## config.mk

```make
export PLATFORM = sky130hd
export DESIGN_NAME = hazard_ctrl
export DESIGN_NICKNAME = d
export VERILOG_FILES = /design/src/rtl/hazard_ctrl.sv
export SDC_FILE = /design/constraint.sdc
export NUM_CORES = 1
export LEC_CHECK = 0
export BUFFER_PORTS_ARGS = -buffer_cell sky130_fd_sc_hd__buf_2
export CAP_MARGIN = 30
export CORE_UTILIZATION = 46
export CTS_CLUSTER_SIZE = 25
export DETAILED_ROUTE_END_ITERATION = 10
export PLACE_DENSITY_LB_ADDON = 0.08
export SYNTH_ARGS = -nofsm -noshare
export SYNTH_HDL_FRONTEND = slang
export SYNTH_SLANG_ARGS = --single-unit
```

## constraint.sdc

```tcl
create_clock -name clk -period 2.76 [get_ports clk]
set_input_delay 0.552 -clock clk [delete_from_list [all_inputs] [get_ports clk]]
set_output_delay 0.552 -clock clk [all_outputs]
set_load 0.005 [all_outputs]
```

## src/rtl/hazard_ctrl.sv

```systemverilog
// -----------------------------------------------------------------------------
// hazard_ctrl
//
// Pipeline hazard controller for a classic IF/ID/EX/MEM/WB integer pipeline.
// It sits beside the pipeline registers and drives their enables, bubbles and
// flushes. It also selects EX operand forwarding and freezes the front end
// while a multi-cycle EX operation (divider/multiplier) is in progress. A
// saturating counter records how many cycles the front end was frozen.
//
// Optional feature macro: HAZARD_CTRL_FWD_EN
//   defined   : EX operand forwarding from MEM/WB is active. Only a load in EX
//               whose result is needed by ID causes a data stall.
//   undefined : fwd_a/fwd_b are tied to 00. ID stalls on any used source that
//               matches a register write pending in EX or MEM.
//
// Parameters:
//   REG_AW  register-address width
//   MC_LAT  cycles a multi-cycle op occupies EX (must be >= 2)
//   CNT_W   width of the stall performance counter
//
// Ports:
//   clk, rst                         clock, synchronous active-high reset
//   id_rs1/id_rs2, id_use_rs1/2      sources of the ID instruction and whether
//                                    it really reads them
//   ex_rd, ex_reg_write, ex_mem_read EX destination and status
//   ex_mc_start, ex_branch_taken     EX multi-cycle start / taken branch
//   mem_rd, mem_reg_write            MEM destination and write flag
//   wb_rd, wb_reg_write              WB destination and write flag
//   pc_en, if_id_en, id_ex_en        pipeline-register enables
//   id_ex_bubble, if_id_flush,
//   ex_mem_bubble                    NOP insertion into the named register
//   fwd_a, fwd_b                     EX operand select: 00 regfile, 01 WB,
//                                    10 MEM
//   mc_busy                          multi-cycle FSM is in BUSY
//   stall_cnt                        saturating count of frozen-PC cycles
// -----------------------------------------------------------------------------
module hazard_ctrl #(
  parameter int REG_AW = 5,
  parameter int MC_LAT = 4,
  parameter int CNT_W  = 16
) (
  input  logic              clk,
  input  logic              rst,
  input  logic [REG_AW-1:0] id_rs1,
  input  logic [REG_AW-1:0] id_rs2,
  input  logic              id_use_rs1,
  input  logic              id_use_rs2,
  input  logic [REG_AW-1:0] ex_rd,
  input  logic              ex_reg_write,
  input  logic              ex_mem_read,
  input  logic              ex_mc_start,
  input  logic              ex_branch_taken,
  input  logic [REG_AW-1:0] mem_rd,
  input  logic              mem_reg_write,
  input  logic [REG_AW-1:0] wb_rd,
  input  logic              wb_reg_write,
  output logic              pc_en,
  output logic              if_id_en,
  output logic              id_ex_en,
  output logic              id_ex_bubble,
  output logic              if_id_flush,
  output logic              ex_mem_bubble,
  output logic [1:0]        fwd_a,
  output logic [1:0]        fwd_b,
  output logic              mc_busy,
  output logic [CNT_W-1:0]  stall_cnt
);

  // The down-counter only ever holds values 0 .. MC_LAT-2.
  localparam int MC_CW = (MC_LAT > 2) ? $clog2(MC_LAT - 1) : 1;

  localparam logic [1:0] FWD_RF  = 2'b00;
  localparam logic [1:0] FWD_WB  = 2'b01;
  localparam logic [1:0] FWD_MEM = 2'b10;

  typedef enum logic {
    MC_IDLE = 1'b0,
    MC_BUSY = 1'b1
  } mc_state_t;

  // ---------------------------------------------------------------------------
  // Helper functions
  // ---------------------------------------------------------------------------

  // Saturating increment: the counter sticks at all-ones instead of wrapping.
  function automatic logic [CNT_W-1:0] sat_inc(input logic [CNT_W-1:0] v);
    return (&v) ? v : v + 1'b1;
  endfunction

  // True when a register write to rd (x0 excluded) feeds a used ID source.
  function automatic logic src_hit(input logic [REG_AW-1:0] rd,
                                   input logic              wr,
                                   input logic [REG_AW-1:0] rs1,
                                   input logic              use1,
                                   input logic [REG_AW-1:0] rs2,
                                   input logic              use2);
    return wr && (rd != '0) &&
           ((use1 && (rd == rs1)) || (use2 && (rd == rs2)));
  endfunction

  // EX operand select; MEM is younger than WB so it wins on a double match.
  function automatic logic [1:0] fwd_sel(input logic [REG_AW-1:0] rs,
                                         input logic [REG_AW-1:0] m_rd,
                                         input logic              m_wr,
                                         input logic [REG_AW-1:0] w_rd,
                                         input logic              w_wr);
    if (m_wr && (m_rd != '0) && (m_rd == rs))
      return FWD_MEM;
    else if (w_wr && (w_rd != '0) && (w_rd == rs))
      return FWD_WB;
    else
      return FWD_RF;
  endfunction

  // ---------------------------------------------------------------------------
  // Multi-cycle EX freeze FSM
  // ---------------------------------------------------------------------------
  mc_state_t        mc_state_q;
  mc_state_t        mc_state_d;
  logic [MC_CW-1:0] mc_cnt_q;
  logic [MC_CW-1:0] mc_cnt_d;
  logic             mc_stall;

  always_ff @(posedge clk) begin
    if (rst) begin
      // Aborts any op in flight; no done cycle is produced.
      mc_state_q <= MC_IDLE;
      mc_cnt_q   <= '0;
    end else begin
      mc_state_q <= mc_state_d;
      mc_cnt_q   <= mc_cnt_d;
    end
  end

  // The start cycle itself already freezes, so the counter is loaded with
  // MC_LAT-2: start + (MC_LAT-2) counting cycles = MC_LAT-1 frozen cycles,
  // followed by one unfrozen done cycle in which the op leaves EX.
  always_comb begin
    mc_state_d = mc_state_q;
    mc_cnt_d   = mc_cnt_q;
    mc_stall   = 1'b0;
    unique case (mc_state_q)
      MC_IDLE: begin
        if (ex_mc_start) begin
          mc_stall   = 1'b1;
          mc_state_d = MC_BUSY;
          mc_cnt_d   = MC_CW'(MC_LAT - 2);
        end
      end
      MC_BUSY: begin
        // ex_mc_start is deliberately ignored here.
        if (mc_cnt_q != '0) begin
          mc_stall = 1'b1;
          mc_cnt_d = mc_cnt_q - 1'b1;
        end else begin
          mc_state_d = MC_IDLE;
        end
      end
      default: begin
        mc_state_d = MC_IDLE;
        mc_cnt_d   = '0;
      end
    endcase
  end

  // ---------------------------------------------------------------------------
  // Data-hazard detection
  // ---------------------------------------------------------------------------
  logic ex_hit;
  logic data_stall;

  assign ex_hit = src_hit(ex_rd, ex_reg_write, id_rs1, id_use_rs1,
                          id_rs2, id_use_rs2);

`ifdef HAZARD_CTRL_FWD_EN
  // Only a load result cannot be forwarded in time for the dependent op.
  assign data_stall = ex_hit && ex_mem_read;
`else
  logic mem_hit;
  logic unused_fwd_inputs;

  // Without forwarding every pending EX/MEM write must reach the regfile
  // first. WB needs no stall because the regfile is write-first.
  assign mem_hit    = src_hit(mem_rd, mem_reg_write, id_rs1, id_use_rs1,
                              id_rs2, id_use_rs2);
  assign data_stall = ex_hit || mem_hit;

  // These inputs only matter when forwarding is built in.
  assign unused_fwd_inputs = ^{ex_mem_read, wb_rd, wb_reg_write};
`endif

  // ---------------------------------------------------------------------------
  // Pipeline control outputs, priority: reset > mc_stall > branch > data stall
  // ---------------------------------------------------------------------------
  always_comb begin
    pc_en         = 1'b1;
    if_id_en      = 1'b1;
    id_ex_en      = 1'b1;
    id_ex_bubble  = 1'b0;
    if_id_flush   = 1'b0;
    ex_mem_bubble = 1'b0;
    if (rst) begin
      pc_en        = 1'b0;
      if_id_en     = 1'b0;
      id_ex_en     = 1'b0;
      id_ex_bubble = 1'b1;
      if_id_flush  = 1'b1;
    end else if (mc_stall) begin
      // Whole front end holds; the op stays in EX while MEM receives NOPs.
      pc_en         = 1'b0;
      if_id_en      = 1'b0;
      id_ex_en      = 1'b0;
      ex_mem_bubble = 1'b1;
    end else if (ex_branch_taken) begin
      // Wrong-path instructions in IF/ID are squashed; a stall on one of
      // them would be meaningless, so it is dropped.
      id_ex_bubble = 1'b1;
      if_id_flush  = 1'b1;
    end else if (data_stall) begin
      pc_en        = 1'b0;
      if_id_en     = 1'b0;
      id_ex_bubble = 1'b1;
    end
  end

  assign mc_busy = !rst && (mc_state_q == MC_BUSY);

  // ---------------------------------------------------------------------------
  // Private copy of the EX-stage source registers
  // ---------------------------------------------------------------------------
  logic [REG_AW-1:0] ex_rs1_q;
  logic [REG_AW-1:0] ex_rs2_q;

  // Unused sources are recorded as x0 so they can never select a forward.
  always_ff @(posedge clk) begin
    if (rst || id_ex_bubble) begin
      ex_rs1_q <= '0;
      ex_rs2_q <= '0;
    end else if (id_ex_en) begin
      ex_rs1_q <= id_use_rs1 ? id_rs1 : '0;
      ex_rs2_q <= id_use_rs2 ? id_rs2 : '0;
    end
  end

  // ---------------------------------------------------------------------------
  // Operand forwarding selects
  // ---------------------------------------------------------------------------
`ifdef HAZARD_CTRL_FWD_EN
  always_comb begin
    fwd_a = FWD_RF;
    fwd_b = FWD_RF;
    if (!rst) begin
      fwd_a = fwd_sel(ex_rs1_q, mem_rd, mem_reg_write, wb_rd, wb_reg_write);
      fwd_b = fwd_sel(ex_rs2_q, mem_rd, mem_reg_write, wb_rd, wb_reg_write);
    end
  end
`else
  logic [1:0] unused_fwd_sel;

  // Selects stay on the regfile; the tracked sources are kept so the
  // register copy behaves identically in both builds.
  assign unused_fwd_sel = fwd_sel(ex_rs1_q, mem_rd, mem_reg_write, '0, 1'b0) ^
                          fwd_sel(ex_rs2_q, mem_rd, mem_reg_write, '0, 1'b0);
  assign fwd_a = FWD_RF;
  assign fwd_b = FWD_RF;
`endif

  // ---------------------------------------------------------------------------
  // Stall performance counter: counts cycles in which the PC is held
  // ---------------------------------------------------------------------------
  always_ff @(posedge clk) begin
    if (rst)
      stall_cnt <= '0;
    else if (!pc_en)
      stall_cnt <= sat_inc(stall_cnt);
  end

endmodule
```

; ---- Word level (Yosys, flattened, before mapping)
; Index checks and enable logic that the tools add are counted.
[classes]
n_addsub = 2
eq_ne = 6
muxes = 21
bitwise = 3
reduce_logical = 19
[op_table]
columns = operator, count
row1 = 5-bit equality test, 4
row2 = 1-bit 2-to-1 mux, 17
row3 = 16-bit by 1-bit adder with 16-bit output (second input constant), 1
row4 = 16-bit AND reduction, 1
row5 = 5-bit nonzero test, 2
row6 = 1-bit logical AND, 9
row7 = 2-bit 2-to-1 mux, 2
row8 = 2-bit case mux with 2 select lines, 1
row9 = 2-bit AND reduction, 2
row10 = 1-bit logical OR, 3
row11 = 1-bit NOT, 3
row12 = 2-bit by 1-bit != test with 1-bit output (second input constant), 1
row13 = 2-bit != test (second input constant), 1
row14 = 1-bit case mux with 2 select lines, 1
row15 = 2-bit nonzero test, 1
row16 = 2-bit by 1-bit subtractor with 2-bit output (second input constant), 1
row17 = 1-bit zero test, 1
[word_totals]
register_bits = 19
word_cells = 54

; ---- Logic depth before layout (Yosys ltp)
; Gate-level depths: netlist (run 1).
[logic_depth]
depth_word = 11
ltp_mapped = 11
depth_no_buf = 9

; ---- Worst setup path before layout (run 1)
; OpenSTA, ideal clock, no wires.
[synth_timing]
path_kind = input -> output
start = input mem_rd[1]
end = output pc_en
t_arrival_ns = 1.733
required_time_ns = 2.208
slack_ns = 0.475
cell_stages = 5
path_cell_list = or4_1 o21a_1 a32oi_2 o21a_1 buf_4
[synth_via]
elab_chain_len = 9
elab_cells_between_ends = 13
[synth_lines]
columns = item, line
row1 = "start, declared", 53  ; input logic [REG_AW-1:0] mem_rd,
row2 = 5-bit equality test, 98  ; ((use1 && (rd == rs1)) || (use2 && (rd == rs2)));
row3 = 1-bit logical AND, 98
row4 = 1-bit logical OR, 98
row5 = 1-bit logical AND (*), 97  ; return wr && (rd != '0) &&
row6 = 1-bit logical OR (*), 186  ; assign data_stall = ex_hit || mem_hit;
row7 = 1-bit 2-to-1 mux (*) (4 in a row), --
row8 = "end, declared", 57  ; output logic pc_en,
; Every way passes the cells marked *; elsewhere a longest branch is shown, timed or not.

; ---- Worst setup path in the final report (run 1)
[layout_timing]
start = input mem_rd[1]
end = output if_id_en
[layout_via]
elab_chain_len = 9
elab_cells_between_ends = 13
[layout_lines]
columns = item, line
row1 = 5-bit equality test, 98
row2 = 1-bit logical AND, 98
row3 = 1-bit logical OR, 98
row4 = 1-bit logical AND (*), 97
row5 = 1-bit logical OR (*), 186
row6 = 1-bit 2-to-1 mux (*), 219  ; end else if (data_stall) begin
row7 = 1-bit 2-to-1 mux (*), 214  ; end else if (ex_branch_taken) begin
row8 = 1-bit 2-to-1 mux (*), 208  ; end else if (mc_stall) begin
row9 = 1-bit 2-to-1 mux (*), 202  ; if (rst) begin
row10 = "end, declared", 58  ; output logic if_id_en,
; Marks and branches as above.

==> key figures, run 1 <==
Outcome
  • Outcome: complete, no violations

Floorplan
  • Core box area: 2567 um^2
  • IO Pins: 62
  • Die Y: 55.21 um
  • Die area: 3048 um^2
  • Die W: 55.21 um
  • Site row count: 18
  • Initial Util: 0.5073

STA
  • Worst hold slack: 0.5005 ns
  • Clock Skews: 0.002776 ns
  • Final setup viols: 0
  • Max Slew Vio Count: 0
  • Final hold viol count: 0
  • Tmin final: 2.486 ns
  • Highest clock rate: 402.3 MHz
  • Setup TNS: 0 ns
  • Final Cycle Share: 0.9007
  • RSZ-0062 raised after global routing: false

Detailed routing
  • Avg WL per Cell: 12.98 um
  • WL final: 3114 um
  • # DRC: 0
  • Final antenna-violating net count: 0
  • Vias: 1338
  • DRT Pass-1 Iters: 4
  • Avg Vias per Cell: 5.575
  • 1st-iter DRT viols: 66

Yosys
  • Post-synth EDFFs: 0
  • Syn Inst Count: 161
  • Top-area cell type share of the netlist area: 0.2920
  • FF+latch count, synth: 19
  • Mean Syn Cell Area: 8.090 um^2
  • Top_reg_cell synth: dfxtp_1
  • Synth area leaders: dfxtp_1 29%, xnor2_1 13%, a21oi_1 5.0%
  • Most common cell in the netlist: xnor2_1
  • Cell area after synthesis: 1302 um^2
  • Ys async rst share: 0
  • Ys Warns: 0
  • Synth area leader: dfxtp_1
  • Synth cell types: 41
  • Post-synthesis sequential area ratio: 0.2920
  • Most frequent cells after synthesis: 20 x xnor2_1, 19 x dfxtp_1, 13 x a21oi_1, 13 x nor2_1, 10 x nand2_1

Setup path
  • Worst path bufs/invs: 2
  • R2r setup slk: 0.44 ns
  • Critical path class: primary input to output port
  • Worst Path Arrival: 1.93 ns
  • Crit-path slowest cell: or4_1
  • CP endpoint kind: output port
  • Worst endpoint required time: 2.21 ns
  • Worst-path cell chain: buf_2 -> or4_1 -> o21a_1 -> a32oi_2 -> o21a_1 -> buf_2
  • Delay-heaviest family, CP: compound AO/OA/AOI/OAI gates
  • Largest stage delay, worst path: 0.51 ns
  • Crit path launch type: primary input
  • Crit path max fanout: 4

Layout
  • Layout cells sized above 1: 0.3048
  • Syn-to-layout area delta: 20.75%
  • Diodes inserted: 0
  • # nets final: 248
  • Layout fillers: 258

GRT
  • Vias in the first global route: 1199
  • Initial antenna violation count: 0
  • Gr ovfl total: 0
  • Pin count of the biggest net entering global routing: 27
  • Gr usage total: 0.2089
  • Global-route wire length before repair: 5306 um

Clock tree
  • Clock Sinks: 19
  • CTS tree: built
  • Cts bufs inserted: 3
  • CTS H-tree depth: 1
  • Worst-path clk slew: 0.10 ns
  • # resized after CTS: 0
  • Setup bufs post-CTS: 0
  • Bufs on Longest Clock Path: 2
  • Clock latency on the worst-skew pair: 0.30 ns
  • Clk root buf: clkbuf_4
  • # hold bufs at CTS: 0

Place
  • Placer Congestion: 0.8885
  • Dpl hpwl: 2422 um
  • PortBufs: 50

Worst hold path
  • Worst hold path type: flip-flop to flip-flop

Power
  • Leak: 0.6438 nW
  • VDD IR max: 0.3416 mV
  • Pwr Density: 363.0 nW/um^2
  • Tot Pwr: 0.0005709 W

Flow run
  • Max cap viols: 0
-- metrics by stage --
| stage | instance area (um^2) | instances | util | worst slack, ns |
|---|---|---|---|---|
| 2_1_floorplan | 1314 | 164 | - | 0.4752 |
| 3_3_place_gp | 1545 | 236 | 0.6019 | 0.1828 |
| 3_5_place_dp | 1545 | 236 | 0.6019 | 0.1659 |
| 4_1_cts | 1573 | 240 | 0.6126 | 0.2746 |
| 5_1_grt | 1573 | 240 | 0.6126 | 0.2387 |
| 6_report | 1573 | 240 | 0.6126 | 0.2741 |
-- power breakdown --
group | internal (W) | switching, W | total [W]
Clock | 0.0000540 | 0.0000862 | 0.000140
Combinational | 0.0000670 | 0.0000721 | 0.000139
Sequential | 0.000283 | 0.00000852 | 0.000292
Total | 0.000404 | 0.000167 | 0.000571
-- final timing paths --
kind,endpoint,from,cells past startpoint
max,if_id_en,mem_rd[1],6
min,stall_cnt[14]$_SDFFE_PP0P_,stall_cnt[14]$_SDFFE_PP0P_,2
max reg2reg,stall_cnt[11]$_SDFFE_PP0P_,stall_cnt[0]$_SDFFE_PP0P_,8
min reg2reg,stall_cnt[14]$_SDFFE_PP0P_,stall_cnt[14]$_SDFFE_PP0P_,2
-- placed cells by master, fill, tap and decap left out, types with 2 or more instances in the layout --
cell	synthesis	routed
buf_2	0	50
xnor2_1	20	20
dfxtp_1	19	19
nor2_1	13	13
a21oi_1	13	13
nand2_1	10	10
nand3_1	8	8
inv_1	6	6
nand4_1	6	6
or3_1	6	6
or4_1	5	5
o21ai_1	5	5
o31ai_1	4	4
conb_1	1	4
nor2b_1	3	3
o21a_1	3	3
o21ai_0	3	3
and3_1	3	3
clkbuf_4	0	3
nor3_1	2	2
mux2_2	2	2
ha_1	2	2
buf_4	5	2
-- layout make-up --
cell class	count	area (um^2)	area share
Clock buffer	3	22.52	0.01432
Sequential cell	19	380.4	0.2418
Tap cell	30	37.54	0.02387
Inverter	6	22.52	0.01432
Clock inverter	1	5.005	0.003182
Multi-Input combinational cell	129	839.6	0.5338
Timing Repair Buffer	52	265.3	0.1687
-- state kept, by name, summed over array words and instances (netlist names) --
| signal | count |
|---|---|
| stall_cnt | 16 |
| mc_cnt_q | 2 |
| mc_state_q | 1 |
-- routing by layer --
metal,vias up,wire length [um],track usage
met5,-,0,0
met4,0,12,0.05714
met3,2,195,0.04215
met2,45,1463,0.3442
met1,616,1443,0.2770
li1,675,-,-
-- kinds of logic (layout without fill, tap and decap cells) --
kind of cell	Yosys count	count (layout)	synth area share
compound gates	37	37	0.1931
xor+xnor	21	21	0.1412
fa+ha+maj	2	2	0.01921
buf+inv	16	62	0.07205
flops	19	19	0.2920
mux	3	3	0.02498
other cells	1	4	0.002879
simple gates	62	62	0.2546
-- worst register-to-register path, stage by stage (launching register included) --
cell and delay [ns]:
dfxtp_1 0.36, ha_1 0.24, nand2_1 0.11, or2_1 0.25, nor3_2 0.09, or2_2 0.29
o31a_4 0.20, nor4_1 0.32, mux2_2 0.37
Power figures use the tool's default switching activity.
==> run 2, diff against run 1 <==
--- a/config.mk
+++ b/config.mk
@@ -7,10 +7,12 @@
 export LEC_CHECK = 0
 export BUFFER_PORTS_ARGS = -buffer_cell sky130_fd_sc_hd__buf_2
 export CAP_MARGIN = 30
+export CORE_MARGIN = 5
 export CORE_UTILIZATION = 46
 export CTS_CLUSTER_SIZE = 25
 export DETAILED_ROUTE_END_ITERATION = 10
 export PLACE_DENSITY_LB_ADDON = 0.08
+export REMOVE_ABC_BUFFERS = 1
 export SYNTH_ARGS = -nofsm -noshare
 export SYNTH_HDL_FRONTEND = slang
 export SYNTH_SLANG_ARGS = --single-unit
==> run 2 against run 1 <==
  * Largest cell class unchanged
  * Largest power group unchanged
  * Critical path depth is the same
  * Core utilization shrank 3.7 points
  * Final area is essentially flat
==> key figures, run 2 (synthesized netlist as in run 1, its figures left out) <==
Outcome
  • Outcome: complete, no violations

STA
  • Tmin final: 2.461 ns (-0.02459 ns)
  • Final Cycle Share: 0.8918 (-0.008909)
  • Max Slew Vio Count: 0 (unchanged)
  • Clock Skews: 0.004670 ns (+0.001894 ns)
  • Final hold viol count: 0 (unchanged)
  • RSZ-0062 raised after global routing: false
  • Setup TNS: 0 ns (unchanged)
  • Highest clock rate: 406.3 MHz (+1.0%)
  • Final setup viols: 0 (unchanged)

Power
  • VDD IR max: 0.3259 mV (-4.6%)
  • Fraction of power spent switching nets: 0.2954 (+0.003137)
  • Leak: 0.6438 nW (unchanged)
  • Pwr Density: 364.6 nW/um^2 (+0.42%)
  • Clock power frac: 0.249 (+0.003)
  • Combinational Power Share: 0.244 (about the same)
  • Flop pwr share: 0.508 (-0.003)
  • Internal: 0.0004043 W (about the same)
  • P_sw: 0.0001695 W (+1.6%)

GRT
  • Global-route wire length before repair: 5651 um (+6.5%)
  • Vias in the first global route: 1345 (+12%)
  • Gr usage total: 0.1652 (-0.04367)
  • Pin count of the biggest net entering global routing: 27 (unchanged)
  • Initial antenna violation count: 0 (unchanged)
  • Gr ovfl total: 0 (unchanged)

Clock tree
  • Worst-path clk slew: 0.11 ns (about the same)
  • # hold bufs at CTS: 0 (unchanged)
  • # resized after CTS: 0 (unchanged)
  • Cts bufs inserted: 3 (unchanged)
  • Bufs on Longest Clock Path: 2 (unchanged)
  • Clock Sinks: 19 (unchanged)
  • Clock latency on the worst-skew pair: 0.30 ns (about the same)
  • Setup bufs post-CTS: 0 (unchanged)
  • Clk root buf: clkbuf_4
  • CTS tree: built
  • CTS H-tree depth: 1 (unchanged)

Place
  • Dpl hpwl: 2642 um (+9.1%)
  • PortBufs: 50 (unchanged)
  • Placed Area: 1546 um^2 (about the same)
  • Placer Congestion: 0.8932 (+0.53%)

Layout
  • Most frequent cells in the layout: 50 x buf_2, 20 x xnor2_1, 19 x dfxtp_1
  • Max reg flops: 16 (unchanged)
  • Sequential cell area: 380.4 um^2 (unchanged)
  • Top reg by flops: stall_cnt
  • # nets final: 248 (unchanged)
  • Layout fillers: 274 (+6.2%)
  • Diodes inserted: 0 (unchanged)
  • Regs by FF count: stall_cnt: 16 flops, mc_cnt_q: 2 flops, mc_state_q: 1 flops
  • Area of the multi-input gates: 839.6 um^2 (unchanged)
  • Most common cell after layout, fill and taps aside: buf_2
  • Fin area: 1574 um^2 (about the same)
  • Layout cells sized above 1: 0.3048 (unchanged)
  • Syn-to-layout area delta: 20.85% (about the same)

Worst hold path
  • Worst hold path type: flip-flop to flip-flop
  • Hold Crit Endpoint: stall_cnt[14]$_SDFFE_PP0P_
  • Hold_sp: stall_cnt[14]$_SDFFE_PP0P_
  • Hold path cells: 2 (unchanged)

Flow run
  • Max cap viols: 0 (unchanged)

Setup path
  • Crit path max fanout: 4 (unchanged)
  • Worst reg2reg path depth: 8 (unchanged)
  • CP endpoint kind: output port
  • Worst Path Arrival: 1.91 ns (-0.02 ns)
  • Crit path launch type: primary input
  • Worst endpoint required time: 2.21 ns (about the same)
  • R2r setup slk: 0.47 ns (+0.03 ns)
  • Reg-to-Reg End: stall_cnt[11]$_SDFFE_PP0P_
  • RR Startpoint: stall_cnt[0]$_SDFFE_PP0P_
  • Critical path class: primary input to output port

Detailed routing
  • Final antenna-violating net count: 0 (unchanged)
  • 1st-iter DRT viols: 61 (-7.6%)
  • DRT Pass-1 Iters: 4 (unchanged)
  • Vias: 1345 (+0.52%)
  • Avg WL per Cell: 13.64 um (+5.1%)
  • Avg Vias per Cell: 5.581 (+0.11%)
  • # DRC: 0 (unchanged)
  • WL final: 3288 um (+5.6%)

Floorplan
  • Core box area: 2734 um^2 (+6.5%)
  • Die Y: 63.21 um (+14%)
  • Die W: 63.21 um (+14%)
  • Initial Util: 0.4764 (-0.03088)
  • Die area: 3996 um^2 (+31%)
  • IO Pins: 62 (unchanged)
  • Site row count: 19 (+1)
-- run 2: metal layers --
layer | GRT usage | share of wire
met5 | 0 | 0
met2 | 0.2923 | 0.47
met3 | 0.04085 | 0.076
met4 | 0.04416 | 0.010
met1 | 0.1970 | 0.44
-- run 2: through the flow --
| step | hold slack [ns] | power (W) | utilization | std cells | worst slack, ns |
|---|---|---|---|---|---|
| after floorplan | 0.4649 | 0.0003711 | - | 154 | 0.4828 |
| after global placement | 0.4801 | 0.0004327 | 0.5657 | 237 | 0.2108 |
| after detailed placement | 0.4799 | 0.0004373 | 0.5657 | 237 | 0.1733 |
| after CTS | 0.4953 | 0.0005776 | 0.5757 | 241 | 0.2911 |
| after global routing | 0.5344 | 0.0006057 | 0.5757 | 241 | 0.1927 |
| final | 0.5004 | 0.0005738 | 0.5757 | 241 | 0.2987 |
-- run 2: power groups by stage --
stage	logic [W]	clock network, W	registers [W]
6_report	0.000140	0.000143	0.000291
5_1_grt	0.000156	0.000156	0.000294
4_1_cts	0.000141	0.000145	0.000291
3_5_place_dp	0.000140	0	0.000298
3_3_place_gp	0.000136	0	0.000297
2_1_floorplan	0.0000739	0	0.000297
-- run 2: area by class of cell --
| type | count | area share |
|---|---|---|
| Multi-Input combinational cell | 129 | 0.5334 |
| Sequential cell | 19 | 0.2417 |
| Timing Repair Buffer | 52 | 0.1685 |
| Tap cell | 31 | 0.02464 |
| Clock buffer | 3 | 0.01431 |
| Inverter | 6 | 0.01431 |
| Clock inverter | 1 | 0.003180 |
-- run 2: worst max path at each step --
stage / startpoint / to / slack (ns) / depth (start not counted)
floorplan: ex_rd[0] / stall_cnt[11]$_SDFFE_PP0P_ / 0.48 / 7
detailed placement: ex_rd[1] / stall_cnt[11]$_SDFFE_PP0P_ / 0.17 / 8
global route: mem_rd[1] / pc_en / 0.19 / 6
finish: mem_rd[1] / pc_en / 0.30 / 6
CTS: mem_rd[1] / pc_en / 0.29 / 6
global placement: ex_rd[1] / stall_cnt[11]$_SDFFE_PP0P_ / 0.21 / 8
-- run 2: worst max-delay path, stage by stage --
cell     delay, ns
buf_2         0.13
or4_1         0.51
o21a_1        0.19
a32oi_2       0.25
o21a_1        0.17
buf_2         0.11
